$ cat src/rtl/micro_alpha_veryl_mux_buf.sv
// N:1 word selector feeding a 2-entry in-order buffer with valid/ready on both sides.
// Optional MICRO_ALPHA_VERYL_MUX_SEL_ERR_EN adds out_sel_err for out-of-range selections.
module micro_alpha_veryl_mux_buf #(
    parameter int unsigned NUM_INPUTS = 2,
    parameter int unsigned WIDTH      = 32,
    parameter int unsigned SEL_WIDTH  = 1
) (
    input  logic                 clk,
    input  logic                 rst_n,
    input  logic                 in_valid,
    output logic                 in_ready,
    input  logic [SEL_WIDTH-1:0] selector,
    input  logic [WIDTH-1:0]     din [NUM_INPUTS],
    output logic                 out_valid,
    input  logic                 out_ready,
    output logic [WIDTH-1:0]     dout,
`ifdef MICRO_ALPHA_VERYL_MUX_SEL_ERR_EN
    output logic                 out_sel_err,
`endif
    output logic [SEL_WIDTH-1:0] out_sel
);

    localparam int unsigned DEPTH   = 2;
    localparam int unsigned CNT_W   = 2;
    localparam int unsigned EXT_W   = 32;

    logic [WIDTH-1:0]     data_q [DEPTH];
    logic [SEL_WIDTH-1:0] sel_q  [DEPTH];
    logic                 rp;
    logic                 wp;
    logic [CNT_W-1:0]     count;

    logic                 push;
    logic                 pop;
    logic [EXT_W-1:0]     sel_ext;
    logic [WIDTH-1:0]     din_sel;

    assign in_ready  = rst_n && (count != CNT_W'(DEPTH));
    assign out_valid = (count != '0);
    assign push      = in_valid && in_ready;
    assign pop       = rst_n && out_valid && out_ready;
    assign sel_ext   = EXT_W'(selector);

    // Out-of-range selectors match no candidate and fall through to zero.
    always_comb begin
        din_sel = '0;
        for (int unsigned i = 0; i < NUM_INPUTS; i++) begin
            if (sel_ext == EXT_W'(i)) begin
                din_sel = din[i];
            end
        end
    end

    always_ff @(posedge clk) begin
        if (!rst_n) begin
            for (int unsigned i = 0; i < DEPTH; i++) begin
                data_q[i] <= '0;
                sel_q[i]  <= '0;
            end
            rp    <= 1'b0;
            wp    <= 1'b0;
            count <= '0;
        end else begin
            if (push) begin
                data_q[wp] <= din_sel;
                sel_q[wp]  <= selector;
                wp         <= ~wp;
            end
            if (pop) begin
                rp <= ~rp;
            end
            case ({push, pop})
                2'b10:   count <= count + CNT_W'(1);
                2'b01:   count <= count - CNT_W'(1);
                default: count <= count;
            endcase
        end
    end

    // Head is gated so a drained buffer never exposes stale entries.
    assign dout    = out_valid ? data_q[rp] : '0;
    assign out_sel = out_valid ? sel_q[rp]  : '0;

`ifdef MICRO_ALPHA_VERYL_MUX_SEL_ERR_EN
    logic [DEPTH-1:0] err_q;
    logic             sel_err;

    assign sel_err = (sel_ext >= EXT_W'(NUM_INPUTS));

    always_ff @(posedge clk) begin
        if (!rst_n) begin
            err_q <= '0;
        end else if (push) begin
            err_q[wp] <= sel_err;
        end
    end

    assign out_sel_err = out_valid && err_q[rp];
`endif

endmodule
$ cat config.mk
export PLATFORM = sky130hd
export DESIGN_NAME = micro_alpha_veryl_mux_buf
export DESIGN_NICKNAME = d
export VERILOG_FILES = /design/src/rtl/micro_alpha_veryl_mux_buf.sv
export SDC_FILE = /design/constraint.sdc
export NUM_CORES = 1
export LEC_CHECK = 0
export ABC_AREA = 1
export ABC_CLOCK_PERIOD_IN_PS = 2700
export BUFFER_PORTS_ARGS = -buffer_cell sky130_fd_sc_hd__buf_2
export CORE_MARGIN = 10
export CORE_UTILIZATION = 51
export DETAILED_ROUTE_END_ITERATION = 7
export HOLD_SLACK_MARGIN = 0.05
export PLACE_DENSITY = 0.79
export RECOVER_POWER = 50
export SLEW_MARGIN = 40
export SYNTH_ARGS = -nofsm -noshare
export SYNTH_HDL_FRONTEND = slang
export SYNTH_SLANG_ARGS = --single-unit
$ cat constraint.sdc
create_clock -name clk -period 2.7 [get_ports clk]
set_input_delay 0.27 -clock clk [delete_from_list [all_inputs] [get_ports clk]]
set_output_delay 0.27 -clock clk [all_outputs]
set_load 0.01 [all_outputs]
# [Word level (Yosys, flattened, before mapping)]
# Memories as Yosys holds them, arrays and structs flattened. A register that Yosys moved wholly into a read port is not among the register bits.
# Index checks and enable logic that the tools add are counted.
[op_classes] n_shift=0 n_eq_ne=3 order_cmp=0 n_bitwise=2 div_mod_pow=0 n_mux=19 n_reduce_logical=9 add_sub_neg=2 n_mul=0
[ops] op="32-bit 2-to-1 mux" count=4
[ops] op="32-bit logical NOT" count=1
[ops] op="32-bit OR reduction" count=1
[ops] op="1-bit 2-to-1 mux" count=14
[ops] op="1-bit logical AND" count=4
[ops] op="2-bit one-hot mux with 2 select lines" count=1
[ops] op="2-bit nonzero test" count=2
[ops] op="2-bit by 1-bit adder with 2-bit output (second input constant)" count=1
[ops] op="2-bit by 1-bit == test with 1-bit output (second input constant)" count=1
[ops] op="2-bit == test (second input constant)" count=1
[ops] op="2-bit inequality test (second input constant)" count=1
[ops] op="1-bit NOT" count=2
[ops] op="2-bit by 1-bit subtractor with 2-bit output (second input constant)" count=1
[ops] op="1-bit OR reduction" count=1
[word_totals] in_bits=69 romBits=0 latchBits=0 ram_bits=66 regBits=4 n_memories=2
[memory_table] name="data_q" depth=2 word_bits=32 read_ports=1 rd_ports_with_merged_regs=1 wr=2 line="27" source="logic [WIDTH-1:0] data_q [DEPTH];"
[memory_table] name="sel_q" depth=2 word_bits=1 read_ports=1 rd_ports_with_merged_regs=1 wr=2 line="28" source="logic [SEL_WIDTH-1:0] sel_q [DEPTH];"

# [Depth between registers and ports, before layout]
# Gate-level depths: netlist of the first run.
[depth] word_depth=8 ltp_mapped=11 ltp_nobuf=10

# [Least setup slack after synthesis of the first run]
# No wires, ideal clock.
[synth_timing] kind="reg2reg" startpoint="reg count[0]" endpoint="mem data_q[0][0] (enable)" setup_slack_ns=0.778 stages_incl_launch_ff=6 n_path_buf=1 required_time_ns=2.311 setup_ns=0.389 period_less_slack_ns=1.922 arrival_ns=1.532 path_cell_list="dfxtp_1 inv_2 nand2_4 nand4_4 buf_2 nand2_1"
[synth_rtl] element="from (decl)" line="31" source="logic [CNT_W-1:0] count;"
[synth_rtl] element="from (signal assigned)" line="73" source="2'b10: count <= count + CNT_W'(1);"
[synth_rtl] element="from (signal assigned)" line="74" source="2'b01: count <= count - CNT_W'(1);"
[synth_rtl] element="from (signal assigned)" line="75" source="default: count <= count;"
[synth_rtl] element="to (decl)" line="27"

==> metrics.txt, run 1 <==
# TYPE chip_impl_metric gauge
chip_impl_info{name="cts_tree",value="done"} 1
chip_impl_info{name="criticalPathCategory",value="reg -> reg"} 1
chip_impl_metric{name="clockPowerShare",unit="%"} 32.0
chip_impl_metric{name="net-switching-power",unit="uW"} 625.1
chip_impl_metric{name="synth_seq_cells",unit=""} 71
chip_impl_metric{name="num_io_pins",unit=""} 104
chip_impl_metric{name="die-width",unit="um"} 101.7
chip_impl_metric{name="synthesis.instances",unit=""} 337
chip_impl_metric{name="power.density",unit="nW/um^2"} 596.8
chip_impl_info{name="final_cell_mix",value="sky130_fd_sc_hd__buf_2, sky130_fd_sc_hd__nand2_1, sky130_fd_sc_hd__nor2_1, sky130_fd_sc_hd__edfxtp_1, sky130_fd_sc_hd__a21oi_1"} 1
chip_impl_metric{name="detail_route.first_pass.iterations",unit=""} 4
chip_impl_metric{name="clk_pin_slew_worst_paths",unit="ns"} 0.07
chip_impl_info{name="endpoint_kind",value="flop"} 1
chip_impl_metric{name="power.sequential.fraction",unit="%"} 53.0
chip_impl_metric{name="largest_net_degree_at_the_start_of_global_routing",unit=""} 35
chip_impl_metric{name="route.detailed.vias_per_inst",unit=""} 5.113
chip_impl_info{name="hold_path.startpoint",value="in_valid"} 1
chip_impl_metric{name="detail_route.wirelength",unit="um"} 8050
chip_impl_metric{name="met2RoutedLength",unit="um"} 4284
chip_impl_metric{name="place.detailed.instances",unit=""} 505
chip_impl_metric{name="worstPathArrival",unit="ns"} 2.29
chip_impl_metric{name="dp.final_hpwl",unit="um"} 5666
chip_impl_info{name="worst_r2r_startpoint",value="count[0]$_SDFFE_PN0P_"} 1
chip_impl_metric{name="multi_input_logic_area",unit="um^2"} 1149
chip_impl_info{name="netlist.top_cell.by_area",value="sky130_fd_sc_hd__edfxtp_1"} 1
chip_impl_metric{name="grtUsageTotal",unit="%"} 15.95
chip_impl_info{name="violations",value="capacitance limit, slew limit"} 1
chip_impl_metric{name="wire_length_of_the_first_global_routing_pass",unit="um"} 12940
chip_impl_metric{name="vias",unit=""} 2664
chip_impl_metric{name="post-route-cell-area",unit="um^2"} 4121
chip_impl_metric{name="place_ws",unit="ns"} 0.8892
chip_impl_metric{name="worstPathMaxFanout",unit=""} 33
chip_impl_metric{name="die-area",unit="um^2"} 10350
chip_impl_metric{name="number_of_gates_resized_after_cts",unit=""} 0
chip_impl_metric{name="clock_tree.buffer_depth",unit=""} 2
chip_impl_info{name="run_status",value="finished with violations"} 1
chip_impl_metric{name="worstHoldPathCells",unit=""} 3
chip_impl_metric{name="yosysWarnings",unit=""} 0
chip_impl_metric{name="placed_cell_area",unit="um^2"} 3985
chip_impl_metric{name="ir_worst_vdd",unit="mV"} 0.2832
chip_impl_metric{name="initial_core_util",unit="%"} 53.05
chip_impl_metric{name="finalHoldViolCount",unit=""} 0
chip_impl_info{name="yosys-top-cells-area",value="sky130_fd_sc_hd__edfxtp_1, sky130_fd_sc_hd__mux2i_1, sky130_fd_sc_hd__nand2_1, sky130_fd_sc_hd__nor2_1, sky130_fd_sc_hd__a21oi_1"} 1
chip_impl_metric{name="switching_share",unit="%"} 25.41
chip_impl_metric{name="holdBufCountCts",unit=""} 0
chip_impl_metric{name="wl_met1",unit="um"} 3040
chip_impl_metric{name="p_comb_share",unit="%"} 15.0
chip_impl_metric{name="syn_to_final_growth",unit="%"} 20.97
chip_impl_metric{name="num_rows",unit=""} 29
chip_impl_metric{name="synthesis.area_per_instance",unit="um^2"} 10.11
chip_impl_metric{name="final_cells",unit=""} 521
chip_impl_metric{name="synth_seq_area_share",unit="%"} 60.52
chip_impl_metric{name="clock.fmax",unit="MHz"} 443.8
chip_impl_metric{name="post-cts-setup-buffers",unit=""} 0
chip_impl_metric{name="drive_gt1_share",unit="%"} 28.38
chip_impl_metric{name="synth_top_area_share",unit="%"} 56.41
chip_impl_metric{name="drc_errors",unit=""} 0
chip_impl_metric{name="clk-insertion-delay-late",unit="ns"} 0.35
chip_impl_metric{name="finalWorstSetupSlack",unit="ns"} 0.4465
chip_impl_metric{name="tmin_final",unit="ns"} 2.253
chip_impl_metric{name="timing.final.max_slew_violations",unit=""} 34
chip_impl_metric{name="netlist_area_pre_place",unit="um^2"} 3407
chip_impl_metric{name="num-nets-final",unit=""} 509
chip_impl_metric{name="portBuffers",unit=""} 103
chip_impl_metric{name="num_cts_buffers",unit=""} 9
chip_impl_metric{name="grt_pass1_vias",unit=""} 2824
chip_impl_metric{name="required_arrival_time_at_the_worst_endpoint",unit="ns"} 2.73
chip_impl_metric{name="r2r_setup_slack",unit="ns"} 0.45
chip_impl_metric{name="synthesis.nets",unit=""} 407
chip_impl_metric{name="report.final.setup_viol",unit=""} 0
chip_impl_metric{name="timing.max_slew.rel_slack",unit="%"} -1.473
chip_impl_info{name="timing.critical_path.from_type",value="flop"} 1
chip_impl_metric{name="clock_skew",unit="ns"} 0.009530
chip_impl_metric{name="tightest_slew",unit="ns"} 1.522
chip_impl_metric{name="power_leakage",unit="uW"} 0.001901
chip_impl_metric{name="design.core.area",unit="um^2"} 6422
chip_impl_metric{name="post-route-util",unit="%"} 64.17
chip_impl_metric{name="routabilityCongestion",unit=""} 0.7790
chip_impl_info{name="layout_commonest_cell",value="sky130_fd_sc_hd__buf_2"} 1
chip_impl_info{name="setup_repair_after_global_routing_missed_its_margin",value="false"} 1
chip_impl_metric{name="number_of_distinct_standard_cells_referenced_by_the_synthesized_netlist",unit=""} 20
chip_impl_metric{name="routed-wl-met3",unit="um"} 532
chip_impl_metric{name="ff2ff_path_depth",unit=""} 5
chip_impl_metric{name="globalRoute.totalOverflow",unit=""} 0
chip_impl_metric{name="count_of_routing_violations_after_the_opening_detailed_route_iteration",unit=""} 110
chip_impl_metric{name="internal-power",unit="uW"} 1835
chip_impl_metric{name="antenna_violating_nets_post_route",unit=""} 0
chip_impl_info{name="clock_tree.root_cell",value="sky130_fd_sc_hd__clkbuf_8"} 1
chip_impl_metric{name="tritoncts_num_sinks",unit=""} 71
chip_impl_metric{name="count_of_fill_cells_added_during_filler_insertion",unit=""} 517
chip_impl_metric{name="antenna_violations_before_repair",unit=""} 0
chip_impl_metric{name="avgRoutedWirePerCell",unit="um"} 15.45
chip_impl_info{name="min_path_type",value="in -> reg"} 1
chip_impl_metric{name="sequential_cell_area",unit="um^2"} 2062
chip_impl_metric{name="setup_tns_final",unit="ns"} 0
chip_impl_info{name="timing.hold.worst_endpoint",value="sel_q[0]$_DFF_P_"} 1
chip_impl_info{name="maxUsedRoutingLayer",value="met4"} 1
chip_impl_info{name="r2r-end",value="data_q[0][5]$_SDFFCE_PN0P_"} 1
chip_impl_metric{name="maxCapViolations",unit=""} 1
chip_impl_metric{name="die_h",unit="um"} 101.7
chip_impl_metric{name="h-tree-depth",unit=""} 3
chip_impl_metric{name="fin_crit_sh",unit="%"} 83.46
chip_impl_metric{name="diodes",unit=""} 0
through the flow:
step	hold WS, ns	total power, uW
2_1_floorplan	0.4230	1554
3_3_place_gp	0.5144	1694
3_5_place_dp	0.5262	1709
4_1_cts	0.2527	2476
5_1_grt	0.2388	2566
6_report	0.2330	2460
cell usage after synthesis:
cell type and count:
sky130_fd_sc_hd__inv_2 2, sky130_fd_sc_hd__nor2_1 72, sky130_fd_sc_hd__edfxtp_1 64, sky130_fd_sc_hd__o21ai_0 1
sky130_fd_sc_hd__nand2_1 83, sky130_fd_sc_hd__clkbuf_1 2, sky130_fd_sc_hd__nand2_4 1, sky130_fd_sc_hd__nand3_1 1
sky130_fd_sc_hd__nand4_4 2, sky130_fd_sc_hd__nor2_2 1, sky130_fd_sc_hd__buf_4 2, sky130_fd_sc_hd__mux2i_1 32
sky130_fd_sc_hd__buf_2 16, sky130_fd_sc_hd__buf_6 1, sky130_fd_sc_hd__nand4_1 3, sky130_fd_sc_hd__ha_1 1
sky130_fd_sc_hd__dfxtp_1 7, sky130_fd_sc_hd__a21oi_1 34, sky130_fd_sc_hd__inv_1 11, sky130_fd_sc_hd__a21oi_2 1
critical path, cell delays in order (launching register included):
cell and delay [ns]:
sky130_fd_sc_hd__dfxtp_1 0.34, sky130_fd_sc_hd__inv_1 0.16, sky130_fd_sc_hd__nand2_4 0.07, sky130_fd_sc_hd__nand4_1 0.09, sky130_fd_sc_hd__clkbuf_1 1.11, sky130_fd_sc_hd__nor2_1 0.15
how the worst max path moves through the flow:
| stage | cells past startpoint | from | to |
|---|---|---|---|
| 2_1_floorplan | 5 | count[0]$_SDFFE_PN0P_ | data_q[0][0]$_SDFFCE_PN0P_ |
| 3_3_place_gp | 11 | count[1]$_SDFFE_PN0P_ | count[1]$_SDFFE_PN0P_ |
| 3_5_place_dp | 11 | count[1]$_SDFFE_PN0P_ | count[1]$_SDFFE_PN0P_ |
| 4_1_cts | 5 | flop | dout[13] |
| 5_1_grt | 5 | count[0]$_SDFFE_PN0P_ | data_q[0][15]$_SDFFCE_PN0P_ |
| 6_report | 5 | count[0]$_SDFFE_PN0P_ | data_q[0][5]$_SDFFCE_PN0P_ |
registers in the layout, summed over array words and instances, names as in the netlist, named ones only:
signal / flops
sel_q: 2
data_q: 64
count: 2
rp: 1
wp: 1
power by group through the flow:
stage                     clock, uW  sequential (uW)  combinational (uW)
after floorplan                   0             1320                 231
after global placement            0             1330                 369
after detailed placement          0             1330                 380
after CTS                       790             1310                 381
after global routing            839             1310                 416
final                           787             1300                 369
per-layer routing:
layer  global-route usage, %  vias up
met3                   5.174       16
met5                       0        -
met1                   16.99     1235
met4                   8.581        0
li1                        -     1337
met2                   27.53       76
final cells by class:
| cell class | count | share of cell area [%] |
|---|---|---|
| flip-flops and latches | 71 | 50.03 |
| multi-input cells | 232 | 27.87 |
| repair buffers | 112 | 14.24 |
| clock buffers | 10 | 3.097 |
| well taps | 77 | 2.338 |
| clock inverters | 6 | 1.245 |
| inverters | 13 | 1.184 |
cell families after synthesis:
family                   Yosys count  share of synthesized area, %
adder cells (fa/ha/maj)            1                        0.3672
flip-flops                        71                         60.52
AND/OR/NAND/NOR                  163                         19.54
AO/OA/AOI/OAI                     36                         5.398
buffers and inverters             34                         4.774
multiplexers                      32                         9.401
No activity file was read; power rests on OpenSTA's default activity.
==> inputs of run 2 (changes only) <==
--- a/config.mk
+++ b/config.mk
@@ -6,7 +6,7 @@
 export NUM_CORES = 1
 export LEC_CHECK = 0
 export ABC_AREA = 1
-export ABC_CLOCK_PERIOD_IN_PS = 2700
+export ABC_CLOCK_PERIOD_IN_PS = 2100
 export BUFFER_PORTS_ARGS = -buffer_cell sky130_fd_sc_hd__buf_2
 export CORE_MARGIN = 10
 export CORE_UTILIZATION = 51
==> constraint.sdc (replaced) <==
create_clock -name clk -period 2.1 [get_ports clk]
set_input_delay 0.21 -clock clk [delete_from_list [all_inputs] [get_ports clk]]
set_output_delay 0.21 -clock clk [all_outputs]
set_load 0.01 [all_outputs]
==> metrics.txt, run 2 (same netlist as run 1, synthesis figures left out) <==
# TYPE chip_impl_metric gauge
chip_impl_metric{name="clock_tree.buffer_depth",unit=""} 2
chip_impl_metric{name="fin_crit_sh",unit="%"} 82.33
chip_impl_info{name="regMostFlops",value="data_q"} 1
chip_impl_metric{name="portBuffers",unit=""} 103
chip_impl_metric{name="power.density",unit="nW/um^2"} 739.9
chip_impl_metric{name="antenna_violating_nets_post_route",unit=""} 0
chip_impl_info{name="layout_commonest_cell",value="sky130_fd_sc_hd__buf_2"} 1
chip_impl_metric{name="setup_tns_final",unit="ns"} 0
chip_impl_metric{name="route.detailed.vias_per_inst",unit=""} 5.113
chip_impl_metric{name="avgRoutedWirePerCell",unit="um"} 15.89
chip_impl_metric{name="detail_route.wirelength",unit="um"} 8294
chip_impl_metric{name="initial_core_util",unit="%"} 53.05
chip_impl_metric{name="clock_skew",unit="ns"} 0.007767
chip_impl_metric{name="num_io_pins",unit=""} 104
chip_impl_info{name="min_path_type",value="in -> reg"} 1
chip_impl_info{name="largest_registers",value="data_q (64), count (2), sel_q (2)"} 1
chip_impl_metric{name="ff2ff_path_depth",unit=""} 5
chip_impl_metric{name="routabilityCongestion",unit=""} 0.7673
chip_impl_metric{name="design.core.area",unit="um^2"} 6422
chip_impl_info{name="timing.critical_path.cells",value="inv_1 -> nand2_1 -> nand4_4 -> clkbuf_2 -> nor2_1"} 1
chip_impl_metric{name="timing.max_slew.rel_slack",unit="%"} 49.91
chip_impl_metric{name="die-width",unit="um"} 101.7
chip_impl_metric{name="required_arrival_time_at_the_worst_endpoint",unit="ns"} 2.16
chip_impl_metric{name="num_cts_buffers",unit=""} 9
chip_impl_info{name="slowest_stage",value="sky130_fd_sc_hd__clkbuf_2"} 1
chip_impl_metric{name="die-area",unit="um^2"} 10350
chip_impl_metric{name="total_power",unit="uW"} 3055
chip_impl_metric{name="power_leakage",unit="uW"} 0.001893
chip_impl_metric{name="largest_register_ff_count",unit=""} 64
chip_impl_info{name="hold_path.startpoint",value="din[36]"} 1
chip_impl_info{name="run_status",value="finished, final reports clean"} 1
chip_impl_metric{name="holdBufCountCts",unit=""} 0
chip_impl_metric{name="worstPathArrival",unit="ns"} 1.79
chip_impl_metric{name="critical_path.n_buffers_inverters",unit=""} 2
chip_impl_metric{name="tightest_slew",unit="ns"} 0.7513
chip_impl_metric{name="tmin_final",unit="ns"} 1.729
chip_impl_metric{name="largest_net_degree_at_the_start_of_global_routing",unit=""} 35
chip_impl_metric{name="globalRoute.totalOverflow",unit=""} 0
chip_impl_info{name="criticalPathCategory",value="reg -> reg"} 1
chip_impl_metric{name="grtUsageTotal",unit="%"} 16.78
chip_impl_metric{name="syn_to_final_growth",unit="%"} 21.19
chip_impl_metric{name="r2r_setup_slack",unit="ns"} 0.37
chip_impl_info{name="timing.critical_path.from_type",value="flop"} 1
chip_impl_metric{name="clk-insertion-delay-late",unit="ns"} 0.34
chip_impl_metric{name="critPathMaxStageDelay",unit="ns"} 0.59
chip_impl_metric{name="die_h",unit="um"} 101.7
chip_impl_metric{name="count_of_fill_cells_added_during_filler_insertion",unit=""} 537
chip_impl_metric{name="post-cts-setup-buffers",unit=""} 0
chip_impl_metric{name="num_rows",unit=""} 29
chip_impl_metric{name="h-tree-depth",unit=""} 3
chip_impl_info{name="setup_repair_after_global_routing_missed_its_margin",value="false"} 1
chip_impl_info{name="final_cell_mix",value="sky130_fd_sc_hd__buf_2, sky130_fd_sc_hd__nand2_1, sky130_fd_sc_hd__nor2_1, sky130_fd_sc_hd__edfxtp_1, sky130_fd_sc_hd__a21oi_1"} 1
chip_impl_metric{name="maxCapViolations",unit=""} 0
chip_impl_metric{name="drc_errors",unit=""} 0
chip_impl_info{name="cts_tree",value="done"} 1
chip_impl_metric{name="detail_route.first_pass.iterations",unit=""} 4
chip_impl_metric{name="timing.final.max_slew_violations",unit=""} 0
chip_impl_metric{name="diodes",unit=""} 0
chip_impl_metric{name="clock.fmax",unit="MHz"} 578.4
chip_impl_info{name="endpoint_kind",value="flop"} 1
chip_impl_metric{name="worstHoldPathCells",unit=""} 3
chip_impl_info{name="clock_tree.root_cell",value="sky130_fd_sc_hd__clkbuf_8"} 1
chip_impl_info{name="kind_of_cell_adding_the_most_delay_to_the_critical_path",value="buffers and inverters"} 1
chip_impl_info{name="worst_r2r_startpoint",value="count[0]$_SDFFE_PN0P_"} 1
chip_impl_metric{name="dp.final_hpwl",unit="um"} 5783
chip_impl_metric{name="vias",unit=""} 2669
chip_impl_metric{name="drive_gt1_share",unit="%"} 28.76
chip_impl_metric{name="num-nets-final",unit=""} 510
chip_impl_metric{name="ir_worst_vdd",unit="mV"} 0.3981
chip_impl_metric{name="tritoncts_num_sinks",unit=""} 71
chip_impl_metric{name="antenna_violations_before_repair",unit=""} 0
chip_impl_metric{name="report.final.setup_viol",unit=""} 0
chip_impl_metric{name="count_of_routing_violations_after_the_opening_detailed_route_iteration",unit=""} 163
chip_impl_info{name="r2r-end",value="data_q[1][22]$_SDFFCE_PN0P_"} 1
chip_impl_metric{name="worstPathMaxFanout",unit=""} 33
chip_impl_metric{name="finalHoldViolCount",unit=""} 0
chip_impl_metric{name="wire_length_of_the_first_global_routing_pass",unit="um"} 13410
chip_impl_metric{name="grt_pass1_vias",unit=""} 2791
chip_impl_info{name="timing.hold.worst_endpoint",value="data_q[0][4]$_SDFFCE_PN0P_"} 1
chip_impl_metric{name="number_of_gates_resized_after_cts",unit=""} 0
chip_impl_metric{name="clk_pin_slew_worst_paths",unit="ns"} 0.07
[run 2: changes by cell type in the layout (fill, tap and decap cells not counted)]
cell                        previous run  this run
sky130_fd_sc_hd__buf_2               103       102
sky130_fd_sc_hd__buf_4                 5         7
sky130_fd_sc_hd__bufinv_16             1         0
sky130_fd_sc_hd__clkbuf_1              2         3
sky130_fd_sc_hd__clkinv_1              3         1
sky130_fd_sc_hd__clkinv_2              2         5
sky130_fd_sc_hd__inv_2                 1         0
sky130_fd_sc_hd__nand2_1              83        84
sky130_fd_sc_hd__nand2_4               1         0
sky130_fd_sc_hd__nand4_1               5         3
sky130_fd_sc_hd__nand4_4               0         2
sky130_fd_sc_hd__nor2_1               72        73
sky130_fd_sc_hd__nor2_2                1         0
[run 2: how the worst max path moves through the flow]
stage	startpoint	endpoint	slack, ns	cells past startpoint
3_5_place_dp	count[0]$_SDFFE_PN0P_	data_q[0][12]$_SDFFCE_PN0P_	0.52	5
6_report	count[0]$_SDFFE_PN0P_	data_q[1][22]$_SDFFCE_PN0P_	0.37	5
4_1_cts	count[1]$_SDFFE_PN0P_	dout[0]	0.33	4
5_1_grt	count[0]$_SDFFE_PN0P_	data_q[1][2]$_SDFFCE_PN0P_	0.21	5
3_3_place_gp	count[0]$_SDFFE_PN0P_	data_q[0][12]$_SDFFCE_PN0P_	0.57	5
2_1_floorplan	count[0]$_SDFFE_PN0P_	data_q[0][0]$_SDFFCE_PN0P_	0.18	5
[run 2: cell type report]
type                            count  area [um^2]  area share [%]
Clock buffer                       11        131.4           3.182
Clock inverter                      5        25.02          0.6061
Inverter                           13        48.80           1.182
Multi-Input combinational cell    232         1169           28.30
Sequential cell                    71         2062           49.94
Tap cell                           77        96.34           2.333
Timing Repair Buffer              113        596.8           14.45
[run 2: worst reg2reg max path, delay by kind of cell (launching register included)]
family	cells	cell delay [ns]
and+or+nand+nor	3	0.41
DFF	1	0.33
buffers and inverters	2	0.71
[run 2: metrics by stage]
stage	setup WS (ns)	hold slack, ns	utilization (%)	cells	instance area (um^2)
2_1_floorplan	0.1782	0.3630	-	337	3407
3_3_place_gp	0.5676	0.5034	62.17	506	3993
3_5_place_dp	0.5169	0.5125	62.17	506	3993
4_1_cts	0.3332	0.1939	64.60	522	4149
5_1_grt	0.2055	0.2082	64.29	522	4129
6_report	0.3710	0.2052	64.29	522	4129
[run 2: where the power goes]
group	total (uW)	switching (uW)	leakage (uW)	internal (uW)
combinational	480	298	0.00108	181
clock	901	482	0.0000866	419
sequential	1670	28.1	0.000727	1650
total	3050	809	0.00189	2250
[run 2: routing by layer]
layer	GRT usage (%)	vias to the layer above	wire length, um
met3	4.289	12	522
met2	30.47	75	4591
met5	0	-	0
met4	9.021	0	200
li1	-	1337	-
met1	17.36	1245	2979
